[config.mk]
export PLATFORM = sky130hd
export DESIGN_NAME = key_debounce_multi
export DESIGN_NICKNAME = d
export VERILOG_FILES = /design/src/rtl/key_debounce_multi.sv
export SDC_FILE = /design/constraint.sdc
export NUM_CORES = 1
export LEC_CHECK = 0
export CAP_MARGIN = 25
export CORE_ASPECT_RATIO = 0.6
export CORE_UTILIZATION = 60
export DETAILED_ROUTE_END_ITERATION = 10
export GPL_TIMING_DRIVEN = 0
export PLACE_DENSITY = 0.87
export RECOVER_POWER = 100
export SLEW_MARGIN = 20
export SYNTH_ARGS = -nofsm -noshare
export SYNTH_HDL_FRONTEND = slang
export SYNTH_SLANG_ARGS = --single-unit
[constraint.sdc]
create_clock -name clock -period 3.1 [get_ports clock]
set_input_delay 0.62 -clock clock [delete_from_list [all_inputs] [get_ports clock]]
set_output_delay 0.62 -clock clock [all_outputs]
set_load 0.01 [all_outputs]
[src/rtl/key_debounce_multi.sv]
// Multi-channel push-button conditioner: sync, per-key debounce,
// press/release strobes and optional auto-repeat.
module key_debounce_multi #(
  parameter int KEY_CNT       = 8,
  parameter int STABLE_CYCLES = 1000000,
  parameter int SYNC_STAGES   = 2,
  parameter bit ACTIVE_LOW    = 1'b0,
  parameter bit REPEAT_EN     = 1'b0,
  parameter int REPEAT_DELAY  = 25000000,
  parameter int REPEAT_RATE   = 5000000
) (
  input  logic               clock,
  input  logic               reset,
  input  logic [KEY_CNT-1:0] key_in,
  output logic [KEY_CNT-1:0] key_level,
  output logic [KEY_CNT-1:0] key_press,
  output logic [KEY_CNT-1:0] key_release,
  output logic [KEY_CNT-1:0] key_repeat,
  output logic               any_press
);

  localparam int CW   = $clog2(STABLE_CYCLES);
  localparam int RMAX = (REPEAT_DELAY > REPEAT_RATE) ?
                        REPEAT_DELAY : REPEAT_RATE;
  localparam int RW   = (RMAX > 1) ? $clog2(RMAX) : 1;

  localparam logic [CW-1:0] C_MAX = CW'(STABLE_CYCLES - 1);
  localparam logic [RW-1:0] D_MAX = RW'(REPEAT_DELAY - 1);
  localparam logic [RW-1:0] R_MAX = RW'(REPEAT_RATE - 1);

  typedef enum logic [1:0] {
    R_IDLE,
    R_DELAY,
    R_RATE
  } rstate_t;

  logic [KEY_CNT-1:0] key_n;
  logic [KEY_CNT-1:0] press_c;
  logic [KEY_CNT-1:0] rel_c;

  assign key_n = ACTIVE_LOW ? ~key_in : key_in;

  for (genvar g = 0; g < KEY_CNT; g++) begin : g_ch
    logic [SYNC_STAGES-1:0] sync;
    logic [CW-1:0]          cnt;
    logic                   s;
    logic                   lvl_q;
    logic                   prs_q;
    logic                   rls_q;
    logic                   hit;

    always_ff @(posedge clock or negedge reset) begin
      if (!reset) sync <= '0;
      else        sync <= {sync[SYNC_STAGES-2:0], key_n[g]};
    end

    assign s          = sync[SYNC_STAGES-1];
    assign hit        = (s != lvl_q) && (cnt == C_MAX);
    assign press_c[g] = hit & s;
    assign rel_c[g]   = hit & ~s;

    // any cycle agreeing with the level restarts the count
    always_ff @(posedge clock or negedge reset) begin
      if (!reset) begin
        cnt   <= '0;
        lvl_q <= 1'b0;
        prs_q <= 1'b0;
        rls_q <= 1'b0;
      end else begin
        prs_q <= press_c[g];
        rls_q <= rel_c[g];
        if (s == lvl_q) begin
          cnt <= '0;
        end else if (cnt == C_MAX) begin
          lvl_q <= s;
          cnt   <= '0;
        end else begin
          cnt <= cnt + CW'(1);
        end
      end
    end

    assign key_level[g]   = lvl_q;
    assign key_press[g]   = prs_q;
    assign key_release[g] = rls_q;

    if (REPEAT_EN) begin : g_rep
      rstate_t       st, st_d;
      logic [RW-1:0] r, r_d;
      logic          rep_d, rep_q;

      always_ff @(posedge clock or negedge reset) begin
        if (!reset) begin
          st    <= R_IDLE;
          r     <= '0;
          rep_q <= 1'b0;
        end else begin
          st    <= st_d;
          r     <= r_d;
          rep_q <= rep_d;
        end
      end

      // release wins, so a repeat never lands on the release cycle
      always_comb begin
        st_d  = st;
        r_d   = r;
        rep_d = 1'b0;
        if (rel_c[g]) begin
          st_d = R_IDLE;
          r_d  = '0;
        end else begin
          unique case (st)
            R_IDLE: begin
              if (press_c[g]) begin
                st_d = R_DELAY;
                r_d  = '0;
              end
            end
            R_DELAY: begin
              if (r == D_MAX) begin
                rep_d = 1'b1;
                r_d   = '0;
                st_d  = R_RATE;
              end else begin
                r_d = r + RW'(1);
              end
            end
            R_RATE: begin
              if (r == R_MAX) begin
                rep_d = 1'b1;
                r_d   = '0;
              end else begin
                r_d = r + RW'(1);
              end
            end
            default: begin
              st_d = R_IDLE;
              r_d  = '0;
            end
          endcase
        end
      end

      assign key_repeat[g] = rep_q;
    end else begin : g_norep
      assign key_repeat[g] = 1'b0;
    end
  end

  always_ff @(posedge clock or negedge reset) begin
    if (!reset) any_press <= 1'b0;
    else        any_press <= |press_c;
  end

endmodule
==> flow_summary.json, run 1 <==
{
  "ys.flop_type": "dfrtp_1",
  "pwr-share-clk_pct": 45.9,
  "dieArea_um2": 16600,
  "dr.pass1.iters": 8,
  "cts_tree": "done",
  "overflow": 0,
  "p_seq_share_pct": 50.8,
  "finalHoldWorstSlack_ns": 0.351,
  "p_int_mw": 4.12,
  "routabilityCongestion": 0.857,
  "drt-vias-per-instance": 6.03,
  "synthArstFlopShare_pct": 100,
  "path_max_fanout": 10,
  "grt_setup_unrepaired": "no",
  "finalSetupViolCount": 0,
  "drive_gt1_share_pct": 8.30,
  "initial_core_util_pct": 62.1,
  "slew_viol_final": 75,
  "cts-root-buf": "clkbuf_16",
  "multiInputGateArea_um2": 4140,
  "drtIter0Drc": 592,
  "cp.required_ns": 3.47,
  "synth_edf_count": 0,
  "drc_errors": 4,
  "fin_crit_sh_pct": 84.1,
  "antenna_found_initial": 0,
  "rows": 35,
  "power_density_nw_per_um2": 485,
  "seq_area_frac_synth_pct": 52.2,
  "violations": "design-rule violations, max-capacitance violations, max-slew violations",
  "syn2layout_area_growth_pct": 13.7,
  "numCtsBuffers": 20,
  "dp_hpwl_mm": 13.1,
  "post_cts_buffers": 0,
  "pre_cts_slack_ns": 0.759,
  "coreArea_um2": 15500,
  "register_area_um2": 5030,
  "relSlewSlack_pct": -31.6,
  "fin_nets": 1040,
  "critPathKind": "reg -> reg",
  "grt_first_pass_wirelength_mm": 33.3,
  "diodes": 0,
  "fin_util_pct": 70.6,
  "ys_ff_latch": 201,
  "fmax_mhz": 384,
  "power_leakage_nw": 4.55,
  "finalWorstSetupSlack_ns": 0.493,
  "synth_area_um2": 9630,
  "die_h_um": 100,
  "cts_sinks": 201,
  "ios": 43,
  "die_w_um": 166,
  "path_clk_slew_ns": 0.07,
  "finClkSkew_ns": 0.0189,
  "grt_max_degree": 77,
  "drt.antenna.violating_nets": 0,
  "cts_resized": 0,
  "hp-class": "reg -> reg",
  "cts_hold_buf": 0,
  "grt_usage_pct": 25.0,
  "syn_area_per_cell_um2": 10.1,
  "wl_mm": 19.8,
  "fin_crit_ns": 2.61,
  "clock_path_buffers": 3,
  "worstMarginPinSlew_ns": 1.97,
  "synth_warnings": 0,
  "rrSetupSlack_ns": 0.49,
  "cp.arrival_ns": 2.97,
  "maxCapViolations": 1,
  "vdd_ir_drop_max_mv": 0.345,
  "clk_latency_ns": 0.50,
  "end_kind": "register",
  "vias": 7467,
  "p_sw_mw": 1.20,
  "syn-instance-count": 957,
  "grt_pass1_vias": 6850,
  "drt-wirelength-per-cell_um": 15.9,
  "synth_cell_types": 45,
  "p_comb_share_pct": 3.3,
  "h-tree-depth": 1,
  "fillers": 1081,
  "p_sw_share_pct": 22.5,
  "hold_viol_final": 0,
  "outcome": "complete, but fails checks",
  "cp-start-kind": "register",
  "portBuffers": 34
}
-- area by class of cell --
type                            instances  share of cell area [%]
Sequential cell                       201                    46.0
Multi-Input combinational cell        674                    37.8
Clock buffer                           26                    5.24
Timing Repair Buffer                   36                    3.57
Buffer                                 57                    3.12
Tap cell                              203                    2.32
Inverter                               32                    1.10
Clock inverter                         10                   0.892
-- power groups by stage --
stage	registers, mW	clock network, mW	logic (mW)
2_1_floorplan	2.74	0	0.0899
3_3_place_gp	2.75	0	0.170
3_5_place_dp	2.75	0	0.186
4_1_cts	2.70	2.48	0.188
5_1_grt	2.70	2.59	0.208
6_report	2.70	2.44	0.178
-- flip-flops by register name (all words and copies together) (netlist names) --
name,count
g_ch.rls_q,8
g_ch.sync,16
g_ch.prs_q,8
g_ch.cnt,160
any_press,1
g_ch.lvl_q,8
-- cell families (layout without fill, tap and decap cells) --
group	after synthesis	after routing	share of synthesized area, %
buffers and inverters	89	161	4.95
AOI/OAI and AO/OA	102	102	6.04
DFF	201	201	52.2
muxes	8	8	0.975
other	1	8	0.0390
xor gates and xnor gates	107	107	9.73
and+or+nand+nor	441	441	25.0
adders and majority gates	8	8	1.04
-- path summary, 6_finish.rpt --
check | startpoint | endpoint | cells after the start
setup / recovery | g_ch[1].cnt[7]$_DFF_PN0_ | g_ch[1].cnt[2]$_DFF_PN0_ | 5
hold / removal | g_ch[5].sync[0]$_DFF_PN0_ | g_ch[5].sync[1]$_DFF_PN0_ | 0
setup reg to reg | g_ch[1].cnt[7]$_DFF_PN0_ | g_ch[1].cnt[2]$_DFF_PN0_ | 5
hold reg to reg | g_ch[5].sync[0]$_DFF_PN0_ | g_ch[5].sync[1]$_DFF_PN0_ | 0
max in group asynchronous | reset | g_ch[5].cnt[12]$_DFF_PN0_ | 1
min in group asynchronous | reset | g_ch[1].cnt[13]$_DFF_PN0_ | 1
-- stage by stage --
stage	std cells	setup TNS, ns	power, mW	cell area [um^2]
finish	1239	0	5.31	10900
floorplan	964	0	2.83	9650
global placement	1201	-1368.93	2.92	10200
CTS	1239	0	5.37	11000
detailed placement	1203	0	2.93	10300
global route	1239	0	5.50	10900
-- critical path: stages (launching register included) --
cell,delay (ns)
dfrtp_1,0.46
or4_1,0.54
or4_1,0.65
o21ai_0,0.28
clkbuf_1,0.43
nor2_1,0.10
-- cell usage after synthesis (3+ instances only) --
| cell | number | area (um^2) |
|---|---|---|
| nand3b_1 | 3 | 22.5 |
| xnor2_1 | 62 | 543 |
| nand3_1 | 50 | 250 |
| or3_1 | 30 | 188 |
| nand2b_1 | 4 | 25.0 |
| nand2_1 | 40 | 150 |
| buf_2 | 6 | 30.0 |
| ha_1 | 8 | 100 |
| nor2_1 | 135 | 507 |
| and4_1 | 11 | 96.3 |
| o21ai_1 | 4 | 20.0 |
| or2_2 | 4 | 25.0 |
| nand4b_1 | 7 | 61.3 |
| or4b_1 | 3 | 30.0 |
| o21ai_0 | 27 | 135 |
| nand4_1 | 39 | 244 |
| buf_4 | 34 | 255 |
| nor3_1 | 20 | 100 |
| xor2_1 | 45 | 394 |
| o32ai_1 | 4 | 35.0 |
| inv_1 | 32 | 120 |
| o31ai_1 | 21 | 158 |
| nor4b_1 | 11 | 96.3 |
| or4_1 | 36 | 270 |
| clkbuf_1 | 16 | 60.1 |
| a21oi_1 | 45 | 225 |
| and3_1 | 11 | 68.8 |
| nor4_1 | 20 | 125 |
| mux2_2 | 6 | 67.6 |
| dfrtp_1 | 201 | 5030 |
| and2_1 | 5 | 31.3 |
-- cell usage in the layout, fill, tap and decap left out, types with 25 or more instances in the layout --
cell type      count
a21oi_1           45
buf_4             32
clkbuf_1          25
dfrtp_1          201
dlygate4sd3_1     33
inv_1             32
nand2_1           40
nand3_1           50
nand4_1           39
nor2_1           135
o21ai_0           31
or3_1             30
or4_1             37
xnor2_1           62
xor2_1            45
-- layer usage --
| layer | GRT usage (%) | part of all wire, % |
|---|---|---|
| met2 | 36.6 | 44 |
| met4 | 7.06 | 2.2 |
| met1 | 38.7 | 49 |
| met5 | 0 | 0 |
| met3 | 3.60 | 4.7 |
Power figures use the tool's default switching activity.
==> run 2, diff against run 1 <==
==> constraint.sdc (replaced) <==
create_clock -name clock -period 2.6 [get_ports clock]
set_input_delay 0.52 -clock clock [delete_from_list [all_inputs] [get_ports clock]]
set_output_delay 0.52 -clock clock [all_outputs]
set_load 0.01 [all_outputs]
==> flow_summary.json, run 2 (synthesized netlist as in run 1, its figures left out) <==
{
  "syn2layout_area_growth_pct": 13.9,
  "layout_commonest_cell": "dfrtp_1",
  "portBuffers": 34,
  "met3_usage_pct": 3.60,
  "critPathKind": "reg -> reg",
  "drive_gt1_share_pct": 9.16,
  "antenna_found_initial": 0,
  "maxCapViolations": 1,
  "clock_path_buffers": 3,
  "finClkSkew_ns": 0.0223,
  "dr.pass1.iters": 9,
  "post_dp_cell_area_um2": 10300,
  "post_cts_buffers": 0,
  "grt_first_pass_wirelength_mm": 33.3,
  "cp.arrival_ns": 2.86,
  "rows": 35,
  "cp-start-kind": "register",
  "drt-vias-per-instance": 6.00,
  "initial_core_util_pct": 62.1,
  "postLayoutCellArea_um2": 11000,
  "power_leakage_nw": 4.58,
  "h-tree-depth": 1,
  "largest-register": "g_ch.cnt",
  "worstMarginPinSlew_ns": 1.77,
  "grt_util_met2_pct": 36.7,
  "wl_mm": 19.8,
  "grt_setup_unrepaired": "no",
  "final_cells": 1240,
  "critPathTopFamily": "simple AND/OR/NAND/NOR gates",
  "fin_nets": 1041,
  "fin_crit_sh_pct": 93.3,
  "hold_viol_final": 0,
  "diodes": 0,
  "crit_slowest_cell": "or4_1",
  "end_kind": "register",
  "p_comb_share_pct": 3.4,
  "largest_reg_flops": 160,
  "critPathBufInv": 0,
  "power_density_nw_per_um2": 577,
  "p_int_mw": 4.91,
  "routabilityCongestion": 0.857,
  "path_clk_slew_ns": 0.07,
  "p_sw_share_pct": 22.5,
  "fmax_mhz": 412,
  "drt-wirelength-per-cell_um": 16.0,
  "vdd_ir_drop_max_mv": 0.411,
  "coreArea_um2": 15500,
  "finalSetupViolCount": 0,
  "drtIter0Drc": 584,
  "violations": "design-rule violations, max-capacitance violations, max-slew violations",
  "critPathMostFrequentCell": "or4_1",
  "cts-root-buf": "clkbuf_16",
  "final_cell_mix": "dfrtp_1, nor2_1, xnor2_1",
  "relSlewSlack_pct": -18.3,
  "dp_hpwl_mm": 13.1,
  "clk_latency_ns": 0.50,
  "reg.largest.list": "g_ch.cnt: 160 flops, g_ch.sync: 16 flops",
  "ios": 43,
  "vias": 7437,
  "die_w_um": 166,
  "cpPeakStageDelay_ns": 0.62,
  "dieArea_um2": 16600,
  "fin_util_pct": 70.7,
  "fin_crit_ns": 2.43,
  "grt_usage_pct": 25.0,
  "overflow": 0,
  "path_max_fanout": 6,
  "drc_errors": 4,
  "cts_sinks": 201,
  "p_seq_share_pct": 50.8,
  "outcome": "complete, but fails checks",
  "path_cells": "or4_1 -> or4_1 -> o32ai_1 -> or4_1",
  "cts_tree": "done",
  "hp-class": "reg -> reg",
  "gr-max-usage-layer": "met1",
  "p_sw_mw": 1.42,
  "pwr-share-clk_pct": 45.8,
  "drt.antenna.violating_nets": 0,
  "fillers": 1074,
  "die_h_um": 100,
  "use_met1_pct": 38.7,
  "cp.required_ns": 3.04,
  "slew_viol_final": 75,
  "numCtsBuffers": 20,
  "placed_cells": 1203,
  "grt_max_degree": 77,
  "grt_pass1_vias": 6858
}
## run 2: worst reg2reg max path: stages, from the launching register on
cell,delay [ns]
dfrtp_1,0.45
or4_1,0.54
or4_1,0.62
o32ai_1,0.51
or4_1,0.24
## run 2: metrics by stage
stage | power [mW] | hold slack (ns) | setup TNS, ns | worst slack, ns
5_1_grt | 6.56 | 0.355 | 0 | 0.102
2_1_floorplan | 3.37 | 0.224 | 0 | 0.472
3_3_place_gp | 3.48 | 0.333 | -1449.33 | -7.22
4_1_cts | 6.40 | 0.353 | 0 | 0.202
3_5_place_dp | 3.50 | 0.337 | 0 | 0.259
6_report | 6.33 | 0.350 | 0 | 0.174
## run 2: layout make-up
type,instances,area [um^2],area share (%)
Timing Repair Buffer,37,400,3.65
Buffer,57,352,3.21
Multi-Input combinational cell,674,4140,37.8
Clock inverter,10,97.6,0.890
Tap cell,203,254,2.32
Clock buffer,26,573,5.23
Inverter,32,120,1.10
Sequential cell,201,5030,45.9
## run 2: what timing repair did
| item | CTS | global route |
|---|---|---|
| hold endpoints to repair | 2 | 0 |
| resized for setup | 0 | 0 |
| hold buffers | 1 | 0 |
## run 2: path summary, 6_finish.rpt
path / from / end / slack [ns] / cells past startpoint
max reg2reg: g_ch[0].cnt[7]$_DFF_PN0_ / any_press$_DFF_PN0_ / 0.17 / 4
max in group asynchronous: reset / g_ch[5].cnt[12]$_DFF_PN0_ / 0.47 / 2
max: g_ch[0].cnt[7]$_DFF_PN0_ / any_press$_DFF_PN0_ / 0.17 / 4
min: g_ch[5].sync[0]$_DFF_PN0_ / g_ch[5].sync[1]$_DFF_PN0_ / 0.35 / 0
min reg2reg: g_ch[5].sync[0]$_DFF_PN0_ / g_ch[5].sync[1]$_DFF_PN0_ / 0.35 / 0
min in group asynchronous: reset / g_ch[1].cnt[13]$_DFF_PN0_ / 1.03 / 2
## run 2: power by group through the flow
| stage | clock network, mW | logic, mW | registers [mW] |
|---|---|---|---|
| 2_1_floorplan | 0 | 0.107 | 3.26 |
| 3_3_place_gp | 0 | 0.203 | 3.27 |
| 3_5_place_dp | 0 | 0.222 | 3.27 |
| 4_1_cts | 2.96 | 0.225 | 3.21 |
| 5_1_grt | 3.09 | 0.251 | 3.22 |
| 6_report | 2.90 | 0.215 | 3.22 |
## run 2: layer usage
layer | vias up | wire length (um) | part of all wire, %
li1 | 3500 | - | -
met1 | 3663 | 9580 | 48
met2 | 232 | 8830 | 45
met3 | 42 | 991 | 5.0
met4 | 0 | 431 | 2.2
met5 | - | 0 | 0
